<file path="src/rtl/red_pitaya_top_core.sv">
// red_pitaya_top_core: ADC DDR deserializer, trigger/temp/PLL-ref conditioning and housekeeping registers
module red_pitaya_top_core #(
  parameter logic [31:0] ID      = 32'h0000_0001,
  parameter int          REF_NOM = 25,
  parameter int          REF_TOL = 1
) (
  input  logic             clk_i,
  input  logic             rstn_i,
  input  logic [1:0][6:0]  adc_dat_i,
  output logic [1:0][13:0] adc_dat_o,
  input  logic             trig_i,
  output logic             trig_o,
  input  logic [1:0]       temp_prot_i,
  output logic             temp_alarm_o,
  input  logic             pll_ref_i,
  output logic             pll_lo_o,
  output logic             pll_hi_o,
  input  logic [8:0]       exp_p_i,
  input  logic [8:0]       exp_n_i,
  output logic [8:0]       exp_p_o,
  output logic [8:0]       exp_n_o,
  output logic [8:0]       exp_p_oe,
  output logic [8:0]       exp_n_oe,
  output logic [7:0]       led_o,
  input  logic [31:0]      sys_addr,
  input  logic [31:0]      sys_wdata,
  input  logic             sys_wen,
  input  logic             sys_ren,
  output logic [31:0]      sys_rdata,
  output logic             sys_ack,
  output logic             sys_err
);
  localparam logic [15:0] HI_LIM = 16'(REF_NOM + REF_TOL);
  localparam logic [15:0] LO_LIM = 16'(REF_NOM - REF_TOL);
  localparam logic [15:0] TMO    = 16'(4 * REF_NOM);
  logic [1:0][6:0]  neg_q, even_q, odd_q;
  logic [1:0][13:0] raw;
  logic [2:0]       trig_s;
  logic [1:0]       temp_s1, temp_s2;
  logic [2:0]       ref_s;
  logic [8:0]       exp_p_s1, exp_p_s2, exp_n_s1, exp_n_s2;
  logic [31:0]      trig_cnt, rd_val;
  logic [15:0]      cnt;
  logic [2:0]       lock_cnt;
  logic             temp_sticky, armed, lock, mapped, ref_rise, in_win;
  logic [7:0]       a;
  logic             unused;
  assign unused = ^{sys_addr[31:8], sys_wdata[31:9]};
  assign a = sys_addr[7:0];
  assign trig_o = trig_s[1] & ~trig_s[2];
  assign temp_alarm_o = temp_sticky;
  assign ref_rise = ref_s[1] & ~ref_s[2];
  assign in_win = (cnt <= HI_LIM) && (cnt >= LO_LIM);
  assign lock = lock_cnt == 3'd4;
  // even bits are sampled half a cycle before their odd partners
  always_ff @(negedge clk_i or negedge rstn_i)
    if (!rstn_i) neg_q <= '0;
    else neg_q <= adc_dat_i;
  always_comb begin
    raw = '0;
    for (int c = 0; c < 2; c++)
      for (int i = 0; i < 7; i++) begin
        raw[c][2*i]   = even_q[c][i];
        raw[c][2*i+1] = odd_q[c][i];
      end
  end
  always_ff @(posedge clk_i or negedge rstn_i)
    if (!rstn_i) begin
      even_q    <= '0;
      odd_q     <= '0;
      adc_dat_o <= '0;
    end else begin
      even_q <= neg_q;
      odd_q  <= adc_dat_i;
      for (int c = 0; c < 2; c++) adc_dat_o[c] <= {raw[c][13], ~raw[c][12:0]};
    end
  always_ff @(posedge clk_i or negedge rstn_i)
    if (!rstn_i) begin
      trig_s   <= '0;
      trig_cnt <= '0;
      temp_s1  <= '0;
      temp_s2  <= '0;
      exp_p_s1 <= '0;
      exp_p_s2 <= '0;
      exp_n_s1 <= '0;
      exp_n_s2 <= '0;
    end else begin
      trig_s   <= {trig_s[1:0], trig_i};
      trig_cnt <= trig_cnt + {31'd0, trig_o};
      temp_s1  <= temp_prot_i;
      temp_s2  <= temp_s1;
      exp_p_s1 <= exp_p_i;
      exp_p_s2 <= exp_p_s1;
      exp_n_s1 <= exp_n_i;
      exp_n_s2 <= exp_n_s1;
    end
  // period counter saturates at the timeout; the first edge after reset or timeout only arms it
  always_ff @(posedge clk_i or negedge rstn_i)
    if (!rstn_i) begin
      ref_s    <= '0;
      cnt      <= '0;
      armed    <= 1'b0;
      lock_cnt <= '0;
      pll_hi_o <= 1'b0;
      pll_lo_o <= 1'b0;
    end else begin
      ref_s <= {ref_s[1:0], pll_ref_i};
      if (ref_rise) begin
        cnt   <= 16'd1;
        armed <= 1'b1;
        if (armed) begin
          pll_hi_o <= cnt > HI_LIM;
          pll_lo_o <= cnt < LO_LIM;
          lock_cnt <= !in_win ? 3'd0 : lock ? lock_cnt : lock_cnt + 3'd1;
        end
      end else if (cnt == TMO) begin
        armed    <= 1'b0;
        lock_cnt <= '0;
        pll_hi_o <= 1'b0;
        pll_lo_o <= 1'b0;
      end else cnt <= cnt + 16'd1;
    end
  always_comb begin
    rd_val = '0;
    mapped = 1'b1;
    case (a)
      8'h00: rd_val = ID;
      8'h10: rd_val = {23'd0, exp_p_oe};
      8'h14: rd_val = {23'd0, exp_n_oe};
      8'h18: rd_val = {23'd0, exp_p_o};
      8'h1C: rd_val = {23'd0, exp_n_o};
      8'h20: rd_val = {23'd0, exp_p_s2};
      8'h24: rd_val = {23'd0, exp_n_s2};
      8'h30: rd_val = {24'd0, led_o};
      8'h40: rd_val = {30'd0, lock, temp_sticky};
      8'h44: rd_val = trig_cnt;
      default: mapped = 1'b0;
    endcase
  end
  always_ff @(posedge clk_i or negedge rstn_i)
    if (!rstn_i) begin
      exp_p_oe    <= '0;
      exp_n_oe    <= '0;
      exp_p_o     <= '0;
      exp_n_o     <= '0;
      led_o       <= '0;
      temp_sticky <= 1'b0;
      sys_ack     <= 1'b0;
      sys_err     <= 1'b0;
      sys_rdata   <= '0;
    end else begin
      if (sys_wen)
        case (a)
          8'h10: exp_p_oe <= sys_wdata[8:0];
          8'h14: exp_n_oe <= sys_wdata[8:0];
          8'h18: exp_p_o  <= sys_wdata[8:0];
          8'h1C: exp_n_o  <= sys_wdata[8:0];
          8'h30: led_o    <= sys_wdata[7:0];
          default: ;
        endcase
      temp_sticky <= |temp_s2 | (temp_sticky & ~(sys_wen && a == 8'h40 && sys_wdata[0]));
      sys_ack     <= sys_wen | sys_ren;
      sys_err     <= (sys_wen | sys_ren) & ~mapped;
      sys_rdata   <= sys_ren ? rd_val : '0;
    end
endmodule

</file>
<file path="config.mk">
export PLATFORM = sky130hd
export DESIGN_NAME = red_pitaya_top_core
export DESIGN_NICKNAME = d
export VERILOG_FILES = /design/src/rtl/red_pitaya_top_core.sv
export SDC_FILE = /design/constraint.sdc
export NUM_CORES = 1
export LEC_CHECK = 0
export ABC_AREA = 0
export BUFFER_PORTS_ARGS = -buffer_cell sky130_fd_sc_hd__buf_4
export CORE_MARGIN = 8
export CORE_UTILIZATION = 41
export DETAILED_ROUTE_END_ITERATION = 8
export PLACE_DENSITY_LB_ADDON = 0.25
export SLEW_MARGIN = 10
export SYNTH_ARGS = -nofsm -noshare
export SYNTH_HDL_FRONTEND = slang
export SYNTH_SLANG_ARGS = --single-unit
</file>
<file path="constraint.sdc">
create_clock -name clk_i -period 2.5 [get_ports clk_i]
set_clock_uncertainty 0.1 [all_clocks]
set_input_delay 0.25 -clock clk_i [delete_from_list [all_inputs] [get_ports clk_i]]
set_output_delay 0.25 -clock clk_i [all_outputs]
set_load 0.01 [all_outputs]
</file>
After elaboration in Yosys (flattened, before gate mapping)
Cells that the tools add are included.
- register bits: 249
- bits of input ports: 104
- output and inout port bits: 110
- logic and storage cells: 94
- add/subtract/negate cells: 3
- $lt $le $gt $ge: 4
- equal/unequal tests: 14
- muxes and demuxes: 16
- bitwise logic cells: 12
- reduce and logical (&&, ||, !) cells: 14
- operators by type and width (cell ; count):
    $pmux 32 s10 ; 1
    $add 32x1->32 ; 1
    $eq 8x5->1 const B ; 4
    $mux 16 ; 2
    $mux 32 ; 1
    $not 13->13 ; 2
    $eq 8x6->1 const B ; 3
    $add 16x1->16 const B ; 1
    $eq 16x7->1 const B ; 1
    $eq 8x7->1 const B ; 2
    $ge 16x5->1 const B ; 1
    $gt 16x5->1 const B ; 1
    $le 16x5->1 const B ; 1
    $lt 16x5->1 const B ; 1
    $mux 3 ; 5
    $reduce_and 2->1 ; 6
    $reduce_or 10->1 ; 1
    $logic_not 8->1 ; 1
    $mux 1 ; 7
    $and 1x1->1 ; 4
    $ne 2x2->1 const B ; 2
    $not 1->1 ; 4
    $add 3x1->3 const B ; 1
    $eq 3x3->1 const B ; 1
    6 further kinds ; 9

Depth between registers and ports, before layout
Gate-level depths: netlist of run 1.
- depth in word-level cells: 6
- depth in mapped cells: 8
- depth with buffers taken out: 8

==> results of run 1 <==
==> area by class of cell <==
type / instances / area [sq um] / share of cell area (%)
antenna: 1 / 2.50 / 0.0207
clock buffer: 40 / 773 / 6.40
clock inverter: 6 / 141 / 1.17
inverter: 33 / 124 / 1.03
multi-input combinational: 351 / 2560 / 21.2
sequential: 249 / 6230 / 51.6
tap: 280 / 350 / 2.90
timing repair buffer: 232 / 1890 / 15.7
==> flip-flops by register name (all words and copies together) (netlist names), 14 cells and up <==
register   flops
sys_rdata     32
trig_cnt      32
adc_dat_o     28
cnt           16
even_q        14
neg_q         14
odd_q         14
==> repair_timing <==
action                                  4_1_cts  5_1_grt
hold buffers                                 47        0
hold endpoints to repair                    195        0
endpoints found under the setup margin        0        0
==> synthesized netlist by cell type (6+ instances only) <==
master    count
and3_1       38
clkbuf_1      6
nand2_1      33
a21oi_1      21
dfrtp_1     235
a22oi_1      19
nand4_1      16
mux2_2       52
nor2b_1       7
xnor2_1      25
o21ai_0      11
ha_1          7
xor2_1       16
dfrtn_1      14
inv_1        33
nor2_1       33
nand3_1      14
==> power by group through the flow <==
stage | clock, mW | combinational (mW) | sequential [mW]
after global routing | 4.29 | 0.716 | 4.44
final | 4.02 | 0.644 | 4.41
after global placement | 0 | 0.585 | 4.47
after detailed placement | 0 | 0.596 | 4.48
after CTS | 4.13 | 0.658 | 4.41
after floorplan | 0 | 0.217 | 4.46
==> path summary, 6_finish.rpt <==
| check | end | slack, ps |
|---|---|---|
| max reg2reg | trig_cnt[26]$_DFF_PN0_ | 300 |
| min in group asynchronous | odd_q[9]$_DFF_PN0_ | 160 |
| max in group asynchronous | neg_q[12]$_DFF_NN0_ | 630 |
| max | trig_cnt[26]$_DFF_PN0_ | 300 |
| min reg2reg | adc_dat_o[27]$_DFF_PN0_ | 240 |
| min | sys_ack$_DFF_PN0_ | 40 |
==> per-layer routing <==
layer	up-vias	share of wire, %	wire [microns]
li1	2747	-	-
met1	2836	43	8880
met2	173	47	9570
met3	23	8.7	1790
met4	0	1.5	315
met5	-	0	0
==> per-stage QoR <==
step,util (%),cells,power [mW],area [sq um],hold WS [ps]
after global routing,55.7,1192,9.44,12100,40.7
after floorplan,-,648,4.67,8990,-146
final,55.7,1192,9.08,12100,37.8
after detailed placement,49.3,1098,5.07,10700,119
after global placement,49.3,1098,5.06,10700,118
after CTS,55.7,1191,9.20,12100,18.7
==> critical path: stages (launching register included) <==
cell and delay, ps:
dfrtp_1 360, nor2b_1 210, ha_1 210, ha_1 210, and4_1 280, and3_1 290
nand2b_1 170, nor2_1 140, xor2_1 150
==> cells by family (layout without fill, tap and decap cells) <==
logic type	Yosys count	in the layout	share of synthesized area, %
adder cells (fa/ha/maj)	7	7	0.975
multiplexers	53	53	6.77
AO/OA/AOI/OAI	73	73	5.40
buffers and inverters	48	311	2.16
flip-flops	249	249	69.3
AND/OR/NAND/NOR	177	177	11.4
XOR/XNOR	41	41	4.00
other	0	1	0
==> flow_metrics.env, run 1 <==
export IMPL_status="finished, final reports clean"
export IMPL_power_density_nw_per_um2=752
export IMPL_crit_fanout=5
export IMPL_top_usage_layer="met2"
export IMPL_ys_ff_latch=249
export IMPL_hpwl_mm=14.2
export IMPL_p_switching_mw=1.99
export IMPL_htreeDepth=1
export IMPL_drt_wl_total_mm=20.6
export IMPL_pre_cts_slack_ps=283
export IMPL_drive_gt1_share_pct=31.8
export IMPL_final_cell_mix="dfrtp_1, buf_4, mux2_2"
export IMPL_grt_max_degree=81
export IMPL_grt_use_met1_pct=20.8
export IMPL_syn_avg_cell_area_sq_um=13.9
export IMPL_gr_usage_all_layers_pct=15.4
export IMPL_grt_ovfl_total=0
export IMPL_first_pass_iters=5
export IMPL_switching_share_pct=21.9
export IMPL_holdCritPathClass="in2reg"
export IMPL_ys_top_cells_by_area="dfrtp_1, mux2_2, dfrtn_1, and3_1, xnor2_1"
export IMPL_pwr_share_comb_pct=7.1
export IMPL_std_cell_rows=54
export IMPL_r2r_cells=8
export IMPL_clkPwrFrac_pct=44.3
export IMPL_dieHeight_microns=164
export IMPL_timing_final_crit_share_pct=88.0
export IMPL_p_seq_share_pct=48.6
export IMPL_ys_types=55
export IMPL_hold_path_depth=2
export IMPL_setup_viol=0
export IMPL_fin_crit_ps=2200
export IMPL_gp_congestion=0.805
export IMPL_core_sq_um=21700
export IMPL_ctsResizeCount=0
export IMPL_syn2layout_area_growth_pct=34.4
export IMPL_clock_sinks=249
export IMPL_met3_usage_pct=5.14
export IMPL_synthFlopType="dfrtp_1"
export IMPL_leakage_nw=5.94
export IMPL_clock_path_buffers=3
export IMPL_fin_nets=1004
export IMPL_dieArea_sq_um=26900
export IMPL_fill_cells=1803
export IMPL_met2_usage_pct=24.0
export IMPL_hp_start="sys_ren"
export IMPL_ir_worst_vdd_mv=0.571
export IMPL_clock_latency_ps=520
export IMPL_max_slew_margin_rel_pct=50.4
export IMPL_cts_setup_buffers=0
export IMPL_worstMarginPinSlew_ps=725
export IMPL_crit_arrival_ps=2540
export IMPL_fp_dieW_microns=164
export IMPL_cts_tree="yes"
export IMPL_vias=5779
export IMPL_synth_edf_count=0
export IMPL_startpoint_type="flop"
export IMPL_post_drt_wl_per_cell_microns=17.2
export IMPL_viasPerCell=4.85
export IMPL_timing_max_cap_violations=0
export IMPL_r2r_start="trig_s[2]$_DFF_PN0_"
export IMPL_syn_nets=759
export IMPL_fmax_ghz=0.455
export IMPL_required_ps=2840
export IMPL_grt_pass1_wl_mm=33.1
export IMPL_antenna_found_initial=1
export IMPL_fin_setup_tns_ps=0
export IMPL_setup_worst_path_end_class="flop"
export IMPL_synth_top_cell_by_area="dfrtp_1"
export IMPL_drtIter0Drc=354
export IMPL_rsz0062_at_grt="no"
export IMPL_slew_violations=0
export IMPL_fin_ws_ps=301
export IMPL_root_buffer="clkbuf_16"
export IMPL_ant_nets=0
export IMPL_critPathKind="reg2reg"
export IMPL_numCtsBuffers=26
export IMPL_cts_clk_slew_worst_paths_ps=60
export IMPL_yosysTopAreaCellShare_pct=65.4
export IMPL_ys_async_sr_fraction_pct=100
export IMPL_internal_power_mw=7.09
export IMPL_synth_area_sq_um=8990
export IMPL_layout_commonest_cell="dfrtp_1"
export IMPL_numPortBuffers=166
export IMPL_setup_worst_path_start="trig_s[2]$_DFF_PN0_"
export IMPL_drc=0
export IMPL_grt_pass1_vias=6040
export IMPL_hold_viol_final=0
export IMPL_ios=214
export IMPL_initial_utilization_pct=41.4
export IMPL_synth_seq_area_share_pct=69.3
export IMPL_netlist_instances=648
export IMPL_synth_warnings=0
No activity file was read; power rests on OpenSTA's default activity.
==> run 2, diff against run 1 <==
--- a/config.mk
+++ b/config.mk
@@ -12,2 +12,3 @@
 export DETAILED_ROUTE_END_ITERATION = 8
+export HOLD_SLACK_MARGIN = 0.05
 export PLACE_DENSITY_LB_ADDON = 0.25
--- a/constraint.sdc
+++ b/constraint.sdc
@@ -4,2 +4,2 @@
 set_output_delay 0.25 -clock clk_i [all_outputs]
-set_load 0.01 [all_outputs]
+set_load 0.05 [all_outputs]
==> flow_metrics.env, run 2 (same netlist as run 1, synthesis figures left out) <==
export IMPL_fin_setup_tns_ps=0
export IMPL_regArea_sq_um=6230
export IMPL_ctsHoldBuffers=48
export IMPL_fin_ws_ps=340
export IMPL_drive_gt1_share_pct=32.2
export IMPL_gr_usage_all_layers_pct=15.2
export IMPL_holdCritPathClass="in2reg"
export IMPL_hp_start="sys_addr[1]"
export IMPL_post_drt_wl_per_cell_microns=17.1
export IMPL_status="finished, final reports clean"
export IMPL_p_seq_share_pct=48.8
export IMPL_fin_cells=1192
export IMPL_numPortBuffers=166
export IMPL_finalPower_mw=9.03
export IMPL_syn2layout_area_growth_pct=33.8
export IMPL_drt_wl_total_mm=20.4
export IMPL_switching_share_pct=24.7
export IMPL_setup_viol=0
export IMPL_fin_crit_ps=2160
export IMPL_setup_worst_path_end_class="flop"
export IMPL_antenna_cells=0
export IMPL_timing_final_crit_share_pct=86.4
export IMPL_fin_nets=1004
export IMPL_multi_input_area_sq_um=2560
export IMPL_drc=0
export IMPL_final_cell_mix="dfrtp_1, buf_4, mux2_2"
export IMPL_fmax_ghz=0.463
export IMPL_clock_sinks=249
export IMPL_htreeDepth=1
export IMPL_clock_path_buffers=3
export IMPL_rsz0062_at_grt="no"
export IMPL_hold_viol_final=0
export IMPL_clkPwrFrac_pct=41.9
export IMPL_layout_commonest_cell="dfrtp_1"
export IMPL_final_area_sq_um=12000
export IMPL_rr_endpoint="trig_cnt[30]$_DFF_PN0_"
export IMPL_internal_power_mw=6.80
export IMPL_pre_cts_slack_ps=352
export IMPL_r2r_cells=8
export IMPL_first_pass_iters=5
export IMPL_timing_max_cap_violations=0
export IMPL_gp_congestion=0.809
export IMPL_root_buffer="clkbuf_16"
export IMPL_crit_fanout=5
export IMPL_dieHeight_microns=164
export IMPL_hpwl_mm=13.9
export IMPL_power_density_nw_per_um2=751
export IMPL_slew_violations=0
export IMPL_place_area_sq_um=10700
export IMPL_grt_pass1_wl_mm=32.4
export IMPL_viasPerCell=4.88
export IMPL_max_slew_margin_rel_pct=43.9
export IMPL_hold_path_depth=4
export IMPL_worstMarginPinSlew_ps=841
export IMPL_pwr_share_comb_pct=9.3
export IMPL_startpoint_type="flop"
export IMPL_ir_worst_vdd_mv=0.588
export IMPL_fp_dieW_microns=164
export IMPL_dp_cells=1097
export IMPL_core_sq_um=21700
export IMPL_ctsResizeCount=0
export IMPL_drtIter0Drc=345
export IMPL_antenna_found_initial=0
export IMPL_cts_clk_slew_worst_paths_ps=60
export IMPL_required_ps=2840
export IMPL_cts_tree="yes"
export IMPL_cts_setup_buffers=0
export IMPL_dieArea_sq_um=26900
export IMPL_largest_registers="sys_rdata (32), trig_cnt (32), adc_dat_o (28)"
export IMPL_critPathKind="reg2reg"
export IMPL_numCtsBuffers=26
export IMPL_std_cell_rows=54
export IMPL_vias=5822
export IMPL_crit_arrival_ps=2500
export IMPL_grt_max_degree=161
export IMPL_grt_ovfl_total=0
export IMPL_grt_pass1_vias=5990
export IMPL_fill_cells=1777
export IMPL_initial_utilization_pct=41.4
export IMPL_ant_nets=0
export IMPL_clock_latency_ps=540
export IMPL_p_switching_mw=2.23
export IMPL_r2r_start="trig_s[2]$_DFF_PN0_"
export IMPL_reg2reg_slack_ps=340
export IMPL_ios=214
export IMPL_whs_endpoint="exp_p_oe[5]$_DFFE_PN0P_"
export IMPL_leakage_nw=5.91
## run 2: routing by layer
layer,up-vias,part of all wire [%],global-route usage [%]
li1,2746,-,-
met1,2855,43,20.1
met2,183,46,23.8
met3,38,8.3,4.49
met4,0,2.7,4.83
met5,-,0,0
## run 2: power by group through the flow
stage	registers, mW	logic, mW	clock network (mW)
2_1_floorplan	4.65	0.220	0
3_3_place_gp	4.47	0.777	0
3_5_place_dp	4.48	0.786	0
4_1_cts	4.41	0.850	3.92
5_1_grt	4.44	0.915	4.07
6_report	4.41	0.837	3.78
## run 2: critical path, cell delays in order (launching register included)
cell and delay, ps:
dfrtp_1 370, nor2b_2 140, ha_1 180, ha_1 200, and4_1 290, and3_1 280, nand2b_1 190, nor2_1 160
xor2_1 160
## run 2: worst max path at each step
stage / endpoint / slack (ps) / start
global route: lock_cnt[2]$_DFFE_PN0P_ / 170 / cnt[1]$_DFFE_PN0P_
floorplan: trig_cnt[28]$_DFF_PN0_ / 230 / trig_s[2]$_DFF_PN0_
detailed placement: trig_cnt[30]$_DFF_PN0_ / 350 / trig_s[2]$_DFF_PN0_
finish: trig_cnt[30]$_DFF_PN0_ / 340 / trig_s[2]$_DFF_PN0_
CTS: trig_cnt[30]$_DFF_PN0_ / 310 / trig_s[2]$_DFF_PN0_
global placement: trig_cnt[30]$_DFF_PN0_ / 390 / trig_s[2]$_DFF_PN0_
## run 2: final cells by class
cell class / count / area share [%]
Sequential cell: 249 / 51.8
Multi-Input combinational cell: 351 / 21.3
Timing Repair Buffer: 232 / 15.7
Clock buffer: 37 / 6.34
Tap cell: 280 / 2.91
Inverter: 33 / 1.03
Clock inverter: 10 / 0.926
## run 2: metrics by stage
step / hold slack [ps] / util, %
floorplan: -146 / -
global placement: 114 / 49.2
detailed placement: 110 / 49.2
CTS: 85.4 / 55.4
global route: 124 / 55.4
finish: 114 / 55.4
